### src/rtl/pipe_ctl.sv
// Pipeline control unit for the 5-stage Y86-64 core.
// Decodes load-use, return and mispredict hazards into per-stage stall/bubble
// controls, gates CC updates on exceptions, and runs the machine-halt FSM.
// Optional feature: define PIPE_CTL_PERF_EN to add the cyc_cnt/stl_cnt
// performance counters.
module pipe_ctl #(
  parameter int unsigned CNT_W = 32
) (
  input  logic             clk,
  input  logic             rst,
  input  logic [3:0]       D_icode,
  input  logic [3:0]       d_srcA,
  input  logic [3:0]       d_srcB,
  input  logic [3:0]       E_icode,
  input  logic [3:0]       E_dstM,
  input  logic             e_Cnd,
  input  logic [3:0]       M_icode,
  input  logic [3:0]       m_stat,
  input  logic [3:0]       W_stat,
  output logic             F_stall,
  output logic             D_stall,
  output logic             D_bubble,
  output logic             E_bubble,
  output logic             M_bubble,
  output logic             W_stall,
  output logic             set_cc,
  output logic             halted,
  output logic [3:0]       cpu_stat
`ifdef PIPE_CTL_PERF_EN
  ,
  output logic [CNT_W-1:0] cyc_cnt,
  output logic [CNT_W-1:0] stl_cnt
`endif
);

  typedef enum logic [3:0] {
    STAT_AOK = 4'd1,
    STAT_HLT = 4'd2,
    STAT_ADR = 4'd3,
    STAT_INS = 4'd4
  } stat_t;

  typedef enum logic [3:0] {
    IC_HALT  = 4'h0,
    IC_NOP   = 4'h1,
    IC_RRMOV = 4'h2,
    IC_IRMOV = 4'h3,
    IC_RMMOV = 4'h4,
    IC_MRMOV = 4'h5,
    IC_OPQ   = 4'h6,
    IC_JXX   = 4'h7,
    IC_CALL  = 4'h8,
    IC_RET   = 4'h9,
    IC_PUSH  = 4'hA,
    IC_POP   = 4'hB
  } icode_t;

  localparam logic [3:0] REG_NONE = 4'hF;

  typedef enum logic [1:0] {
    RUN    = 2'd0,
    DRAIN  = 2'd1,
    HALTED = 2'd2
  } state_t;

  state_t state;

  logic load_use;
  logic ret_pend;
  logic mispred;
  logic exc_m;
  logic exc_w;

  always_comb begin
    load_use = (E_icode == IC_MRMOV || E_icode == IC_POP) &&
               (E_dstM != REG_NONE) &&
               (E_dstM == d_srcA || E_dstM == d_srcB);
    ret_pend = (D_icode == IC_RET) || (E_icode == IC_RET) || (M_icode == IC_RET);
    mispred  = (E_icode == IC_JXX) && !e_Cnd;
    exc_m    = (m_stat != STAT_AOK);
    exc_w    = (W_stat != STAT_AOK);
  end

  always_comb begin
    F_stall  = 1'b0;
    D_stall  = 1'b0;
    D_bubble = 1'b0;
    E_bubble = 1'b0;
    M_bubble = 1'b0;
    W_stall  = 1'b0;
    set_cc   = 1'b0;
    if (!rst) begin
      if (state == RUN || state == DRAIN) begin
        F_stall  = load_use | ret_pend;
        D_stall  = load_use;
        D_bubble = mispred | (ret_pend & ~load_use);
        E_bubble = mispred | load_use;
        M_bubble = exc_m | exc_w;
        W_stall  = exc_w;
        set_cc   = (E_icode == IC_OPQ) & ~exc_m & ~exc_w;
      end else begin
        F_stall = 1'b1;
        D_stall = 1'b1;
        W_stall = 1'b1;
      end
    end
  end

  always_ff @(posedge clk or posedge rst) begin
    if (rst) begin
      state    <= RUN;
      halted   <= 1'b0;
      cpu_stat <= STAT_AOK;
    end else begin
      case (state)
        RUN: begin
          if (exc_w) begin
            state    <= HALTED;
            halted   <= 1'b1;
            cpu_stat <= W_stat;
          end else if (exc_m) begin
            state <= DRAIN;
          end
        end
        DRAIN: begin
          if (exc_w) begin
            state    <= HALTED;
            halted   <= 1'b1;
            cpu_stat <= W_stat;
          end else if (!exc_m) begin
            state <= RUN;
          end
        end
        HALTED: begin
          state <= HALTED;
        end
        default: begin
          state    <= HALTED;
          halted   <= 1'b1;
          cpu_stat <= STAT_INS;
        end
      endcase
    end
  end

`ifdef PIPE_CTL_PERF_EN
  always_ff @(posedge clk or posedge rst) begin
    if (rst) begin
      cyc_cnt <= '0;
      stl_cnt <= '0;
    end else if (state == RUN || state == DRAIN) begin
      cyc_cnt <= cyc_cnt + CNT_W'(1);
      if (F_stall) begin
        stl_cnt <= stl_cnt + CNT_W'(1);
      end
    end
  end
`endif

endmodule

### config.mk
export PLATFORM = sky130hd
export DESIGN_NAME = pipe_ctl
export DESIGN_NICKNAME = d
export VERILOG_FILES = /design/src/rtl/pipe_ctl.sv
export SDC_FILE = /design/constraint.sdc
export NUM_CORES = 1
export LEC_CHECK = 0
export CAP_MARGIN = 20
export CELL_PAD_IN_SITES_DETAIL_PLACEMENT = 1
export CELL_PAD_IN_SITES_GLOBAL_PLACEMENT = 2
export CORE_ASPECT_RATIO = 0.8
export CORE_UTILIZATION = 13
export DETAILED_ROUTE_END_ITERATION = 10
export PLACE_DENSITY = 0.74
export RECOVER_POWER = 50
export SYNTH_ARGS = -nofsm -noshare
export SYNTH_HDL_FRONTEND = slang
export SYNTH_SLANG_ARGS = --single-unit
### constraint.sdc
create_clock -name clk -period 1.1 [get_ports clk]
set_input_delay 0.22 -clock clk [delete_from_list [all_inputs] [get_ports clk]]
set_output_delay 0.22 -clock clk [all_outputs]
set_load 0.05 [all_outputs]
==> results of run 1 <==
## worst min-delay path: cells and delay by family
| kind | cells | cell delay [ns] |
|---|---|---|
| buffers and inverters | 3 | 0.74 |
## layer usage
metal / up-vias / track usage (%) / wire length (um)
met2: 15 / 24.1 / 1410
met1: 358 / 14.8 / 1030
met5: - / 0 / 0
li1: 350 / - / -
met3: 0 / 2.57 / 64
met4: 0 / 2.52 / 0
## worst max path at each step
stage                to  slack [ns]  cells past startpoint
6_report       E_bubble       -0.46                      6
2_1_floorplan    set_cc       -0.56                      3
4_1_cts         F_stall       -0.50                      6
5_1_grt         F_stall       -0.50                      6
3_5_place_dp    F_stall       -0.94                      6
3_3_place_gp    F_stall       -0.92                      6
## power by group
part / switching [mW] / internal (mW) / total [mW]
Combinational: 0.147 / 0.204 / 0.350
Clock: 0.115 / 0.245 / 0.360
Sequential: 0.00232 / 0.261 / 0.263
Total: 0.263 / 0.710 / 0.973
## cells in the mapped netlist, drive strengths merged
master | count | share of area, %
a31oi | 1 | 1.2
a211o | 1 | 1.7
dfstp | 1 | 5.0
nor3 | 1 | 0.95
nand2b | 1 | 1.2
and2 | 1 | 1.2
nor4 | 1 | 2.4
o22ai | 1 | 1.2
inv | 4 | 2.8
a22o | 1 | 1.7
a311oi | 1 | 1.7
o41ai | 1 | 1.7
nand2 | 5 | 4.0
nor2 | 1 | 0.71
a21oi | 8 | 7.6
nor4bb | 2 | 3.8
xnor2 | 8 | 13
o21ai | 2 | 2.6
nor2b | 1 | 1.2
nor4b | 2 | 6.2
dfrtp | 6 | 29
or3b | 1 | 1.7
nor3b | 1 | 1.4
nand4 | 3 | 3.6
nand3b | 2 | 2.8
## cells by family after synthesis
| group | count (synthesis) | share of synthesized area (%) |
|---|---|---|
| XOR/XNOR | 8 | 13.3 |
| AND/OR/NAND/NOR | 22 | 31.1 |
| flip-flops | 7 | 33.5 |
| buffers and inverters | 4 | 2.85 |
| AO/OA/AOI/OAI | 16 | 19.2 |
## layout make-up
| class | instances | area, sq um |
|---|---|---|
| Clock buffer | 3 | 41.3 |
| Clock inverter | 1 | 5.00 |
| Fill cell | 422 | 2280 |
| Inverter | 4 | 15.0 |
| Multi-Input combinational cell | 46 | 566 |
| Sequential cell | 7 | 176 |
| Tap cell | 55 | 68.8 |
| Timing Repair Buffer | 64 | 672 |
## sequential cells by signal (all words and copies together) (netlist names)
| register | cells |
|---|---|
| cpu_stat | 4 |
| state | 2 |
| halted | 1 |
## per-stage QoR
stage	instance area, sq um	cells
2_1_floorplan	611	57
3_3_place_gp	1350	172
3_5_place_dp	1350	172
4_1_cts	1520	179
5_1_grt	1540	180
6_report	1540	180
## repair_timing
action,4_1_cts,5_1_grt
setup endpoints to repair,15,11
buffers inserted,5,2
hold buffers,0,0
pin swaps,25,15
gates resized for setup,143,21
==> qor.log, run 1 <==
qor: setup_path.rr_endpoint cpu_stat[1]
qor: setup_path.crit_path_max_incr_delay 0.40 ns
qor: job.maxCapViolCount 0
qor: timing.final_critical_delay_including_setup_and_external_delays 1.56 ns
qor: timing.timing_worst_slew_pin_value 0.405 ns
qor: run_status.violations setup timing
qor: final_layout.mostFrequentLayoutCells buf_6 (14), buf_4 (13), buf_12 (11)
qor: final_layout.layout.nets 161
qor: floorplanning.die_h 58.9 um
qor: floorplanning.rows 20
qor: final_layout.post-route-util 40.3%
qor: setup_path.setup.worst_path.class primary input to output port
qor: cts.cts-htree-levels 1
qor: timing.finalMaxSlewViolations 0
qor: setup_path.critical_path.cell_chain buf_6, xnor2_2, nand4_1, a211o_4, a21oi_4, buf_12
qor: placement.detailed_place_hpwl 1.94 mm
qor: global_routing.grtUsageTotal 12.7%
qor: setup_path.worst_ep_arrival_time 1.34 ns
qor: timing.final_hold_viol_count 0
qor: routing.wl 2.50 mm
qor: timing.grt_setup_unrepaired true
qor: placement.gp_congestion 0.713
qor: final_layout.layout-drive-gt1-share 73.6%
qor: routing.antenna_left 0
qor: power_and_ir_drop.p_leak 0.705 nW
qor: setup_path.cpLargestDelayFamily compound AO/OA/AOI/OAI gates
qor: setup_path.worstPathMaxFanout 4
qor: run_status.status finished with violations
qor: setup_path.regToRegStartpoint state[1]
qor: final_layout.num_antenna_cells 0
qor: timing.hold-worst-slack 0.306 ns
qor: cts.worstSkewPairLatency 0.23 ns
qor: setup_path.critical_path_buf_inv_count 2
qor: cts.cts_buffer_depth 2
qor: synthesis.synth_cell_type_count 29
qor: timing.fmax 643 MHz
qor: timing.layout_setup_ws -0.455 ns
qor: global_routing.number_of_antenna_violations_at_the_first_check_in_global_routing 0
qor: setup_path.timing.critical_path.from d_srcB[0]
qor: worst_hold_path.hp-class primary input to async pin
qor: floorplanning.core-area 3830 sq um
qor: synthesis.syn-cell-area 527 sq um
qor: timing.max-slew-margin-rel 73.0%
qor: synthesis.mappedNetlistNets 92
qor: cts.post_cts_clock_slew_at_the_launch_and_capture_registers_of_the_worst_setup_and_hold_paths 0.04 ns
qor: setup_path.cp-end-kind output port
qor: floorplanning.io_pins 47
qor: placement.placement.io_buffers 46
qor: cts.ctsRootBufferMaster clkbuf_8
qor: power_and_ir_drop.finalPower 973 uW
qor: floorplanning.effective_utilization_at_floorplan 13.8%
qor: synthesis.ys_seq_area_share 33.5%
qor: routing.vias_per_cell 4.02
qor: power_and_ir_drop.peakVddDrop 0.000264 V
qor: synthesis.ys_seq_elements 7
qor: cts.cts_tree done
qor: global_routing.first_global_vias 831
qor: setup_path.critical_path.slowest_cell a211o_4
qor: synthesis.synthCells 57
qor: floorplanning.die_width 73.2 um
qor: setup_path.worst-r2r-cell-count 6
qor: global_routing.grt_start_max_net_pins 8
qor: timing.layout_worst_path_cycle_share 141%
qor: routing.detail_route.wl_per_cell 13.9 um
qor: global_routing.grt_first_pass_wirelength 4.11 mm
qor: placement.dp_worst_setup_slack -0.940 ns
qor: routing.first_iter_violations 12
qor: timing.finalSetupViolCount 9
qor: timing.clock_skew 0.00669 ns
qor: routing.routed-via-count 723
qor: setup_path.r2r_setup_slack -0.01 ns
qor: power_and_ir_drop.power_density 630 nW/um^2
qor: routing.drt_pass1_iterations 2
qor: synthesis.synth.yosys.warnings 0
qor: setup_path.launching_element_type_of_the_critical_path primary input
qor: setup_path.worstPathRequired 0.88 ns
qor: timing.setup_total_negative_slack -2.62 ns
qor: routing.drc 0
qor: cts.cts_inserted_buffers 3
qor: floorplanning.floorplan.die_area 4310 sq um
qor: global_routing.grt_overflow_total 0
qor: synthesis.synth.avg_cell_area 9.24 sq um
qor: final_layout.mostFrequentLayoutCell buf_6
qor: cts.clkSinkCount 7
qor: final_layout.area_growth 193%
Note: power is estimated with default switching activity, not from simulation.
==> inputs of run 2 (changes only) <==
- SLEW_MARGIN: not set -> 15
==> results of run 2 <==
No change in the layout: final DEF, timing and power equal those of run 1.
==> inputs of run 3 (changes only) <==
- CORE_ASPECT_RATIO: 0.8 -> not set
==> run 3 against run 2 <==
Net effect:
- the run still ends with setup timing left
- combinational power grew 6.9%
- die area is essentially flat
- worst hold slack gained 0.022 ns
- first-iteration DRC count shrank 42%
- utilization grew 1.6 points
- sequential power is essentially flat
==> qor.log, run 3 (synthesis gave the netlist of run 1 again) <==
qor: timing.finalMaxSlewViolations 0
qor: cts.ctsRootBufferMaster clkbuf_8
qor: placement.placement.io_buffers 46
qor: routing.antenna_left 0
qor: final_layout.largest_reg_flops 4
qor: timing.max-slew-margin-rel 74.2%
qor: placement.detailed_place_hpwl 1.90 mm
qor: timing.fmax 638 MHz
qor: job.maxCapViolCount 0
qor: timing.timing_worst_slew_pin_value 0.387 ns
qor: final_layout.layout-drive-gt1-share 70.9%
qor: routing.first_iter_violations 7
qor: routing.drc 0
qor: setup_path.worst_ep_arrival_time 1.35 ns
qor: placement.gp_congestion 0.745
qor: setup_path.setup.worst_path.class primary input to output port
qor: routing.routed-via-count 743
qor: timing.layout_worst_path_cycle_share 143%
qor: setup_path.worstPathMaxFanout 3
qor: floorplanning.die_width 65.7 um
qor: global_routing.grt_first_pass_wirelength 4.15 mm
qor: cts.post_cts_clock_slew_at_the_launch_and_capture_registers_of_the_worst_setup_and_hold_paths 0.04 ns
qor: run_status.status finished with violations
qor: final_layout.max_flop_register cpu_stat
qor: setup_path.worstPathRequired 0.88 ns
qor: power_and_ir_drop.peakVddDrop 0.000214 V
qor: floorplanning.floorplan.die_area 4310 sq um
qor: global_routing.grt.busiest_layer met2
qor: cts.cts_buffer_depth 2
qor: setup_path.launching_element_type_of_the_critical_path primary input
qor: power_and_ir_drop.finalPower 1.01 mW
qor: timing.clock_skew 0.00116 ns
qor: cts.clkSinkCount 7
qor: floorplanning.core-area 3770 sq um
qor: placement.numPlacedInstances 167
qor: final_layout.area_growth 200%
qor: placement.placement.cell_area 1360 sq um
qor: floorplanning.die_h 65.7 um
qor: floorplanning.effective_utilization_at_floorplan 14.0%
qor: timing.finalSetupViolCount 9
qor: final_layout.num_antenna_cells 0
qor: floorplanning.rows 22
qor: cts.cts_inserted_buffers 3
qor: floorplanning.io_pins 47
qor: final_layout.mostFrequentLayoutCells buf_6 (15), buf_4 (15), buf_12 (11)
qor: final_layout.reg_top3 cpu_stat: 4 flops, state: 2 flops, halted: 1 flops
qor: final_layout.post-route-util 41.9%
qor: routing.drt_pass1_iterations 4
qor: global_routing.grt_start_max_net_pins 8
qor: cts.cts_tree done
qor: routing.detail_route.wl_per_cell 14.5 um
qor: global_routing.grt_overflow_total 0
qor: timing.final_hold_viol_count 0
qor: global_routing.number_of_antenna_violations_at_the_first_check_in_global_routing 0
qor: final_layout.stdcell_area 1580 sq um
qor: timing.grt_setup_unrepaired true
qor: cts.cts-htree-levels 1
qor: run_status.violations setup timing
qor: power_and_ir_drop.p_leak 0.720 nW
qor: global_routing.grtUsageTotal 13.1%
qor: routing.vias_per_cell 4.25
qor: final_layout.layout.nets 163
qor: final_layout.finish.cell_count_without_fillers 175
qor: worst_hold_path.hp-class primary input to register
qor: timing.layout_setup_ws -0.468 ns
qor: global_routing.first_global_vias 895
qor: routing.wl 2.54 mm
qor: global_routing.grtUsageMet2 26.3%
qor: cts.worstSkewPairLatency 0.23 ns
qor: global_routing.grt_util_met1 11.8%
qor: power_and_ir_drop.power_density 637 nW/um^2
qor: timing.final_critical_delay_including_setup_and_external_delays 1.57 ns
qor: setup_path.cp-end-kind output port
qor: global_routing.use_met3 3.30%
## run 3: cell type report
type	instances	area, sq um
fillers	411	2190
well taps	48	60.1
clock buffers	4	45.0
inverters	4	15.0
multi-input cells	46	586
repair buffers	66	699
flip-flops and latches	7	176
## run 3: routing by layer
layer	share of wire [%]	vias up	routed length, um
met5	0	-	0
met4	2.1	0	54
met3	7.9	6	202
met2	58	33	1470
met1	32	349	821
li1	-	355	-
## run 3: worst paths after layout
path,from,end,slack (ns),cells past startpoint
worst max-delay path,E_icode[3],D_bubble,-0.47,6
worst min-delay path,W_stat[0],cpu_stat[0],0.33,4
worst max register to register,state[1],cpu_stat[1],-0.05,6
worst min register to register,halted,halted,0.52,1
max in group asynchronous,rst,cpu_stat[0],0.39,4
min in group asynchronous,rst,state[1],0.40,4
## run 3: metrics by stage
stage          hold WS, ns  TNS [ns]  worst slack [ns]
2_1_floorplan       0.0309     -2.66            -0.563
3_3_place_gp         0.493     -8.59            -0.905
3_5_place_dp         0.506     -8.81            -0.949
4_1_cts              0.224     -2.68            -0.491
5_1_grt              0.342     -3.21            -0.520
6_report             0.329     -2.69            -0.468
## run 3: worst max-delay path, stage by stage
cell and delay (ns):
buf_6 0.10, nand3b_1 0.17, or3b_4 0.42, a21oi_2 0.15, and2_4 0.16, buf_12 0.13
## run 3: report_power, final
part           total [mW]  internal, mW  switching, mW
sequential          0.264         0.261        0.00266
clock               0.369         0.251          0.118
combinational       0.374         0.219          0.155
## run 3: what timing repair did
action                                  4_1_cts  5_1_grt
buffers inserted                              6        2
hold buffers                                  0        0
gates resized for setup                     145       22
pin swaps                                    25       11
endpoints found under the setup margin       15       11
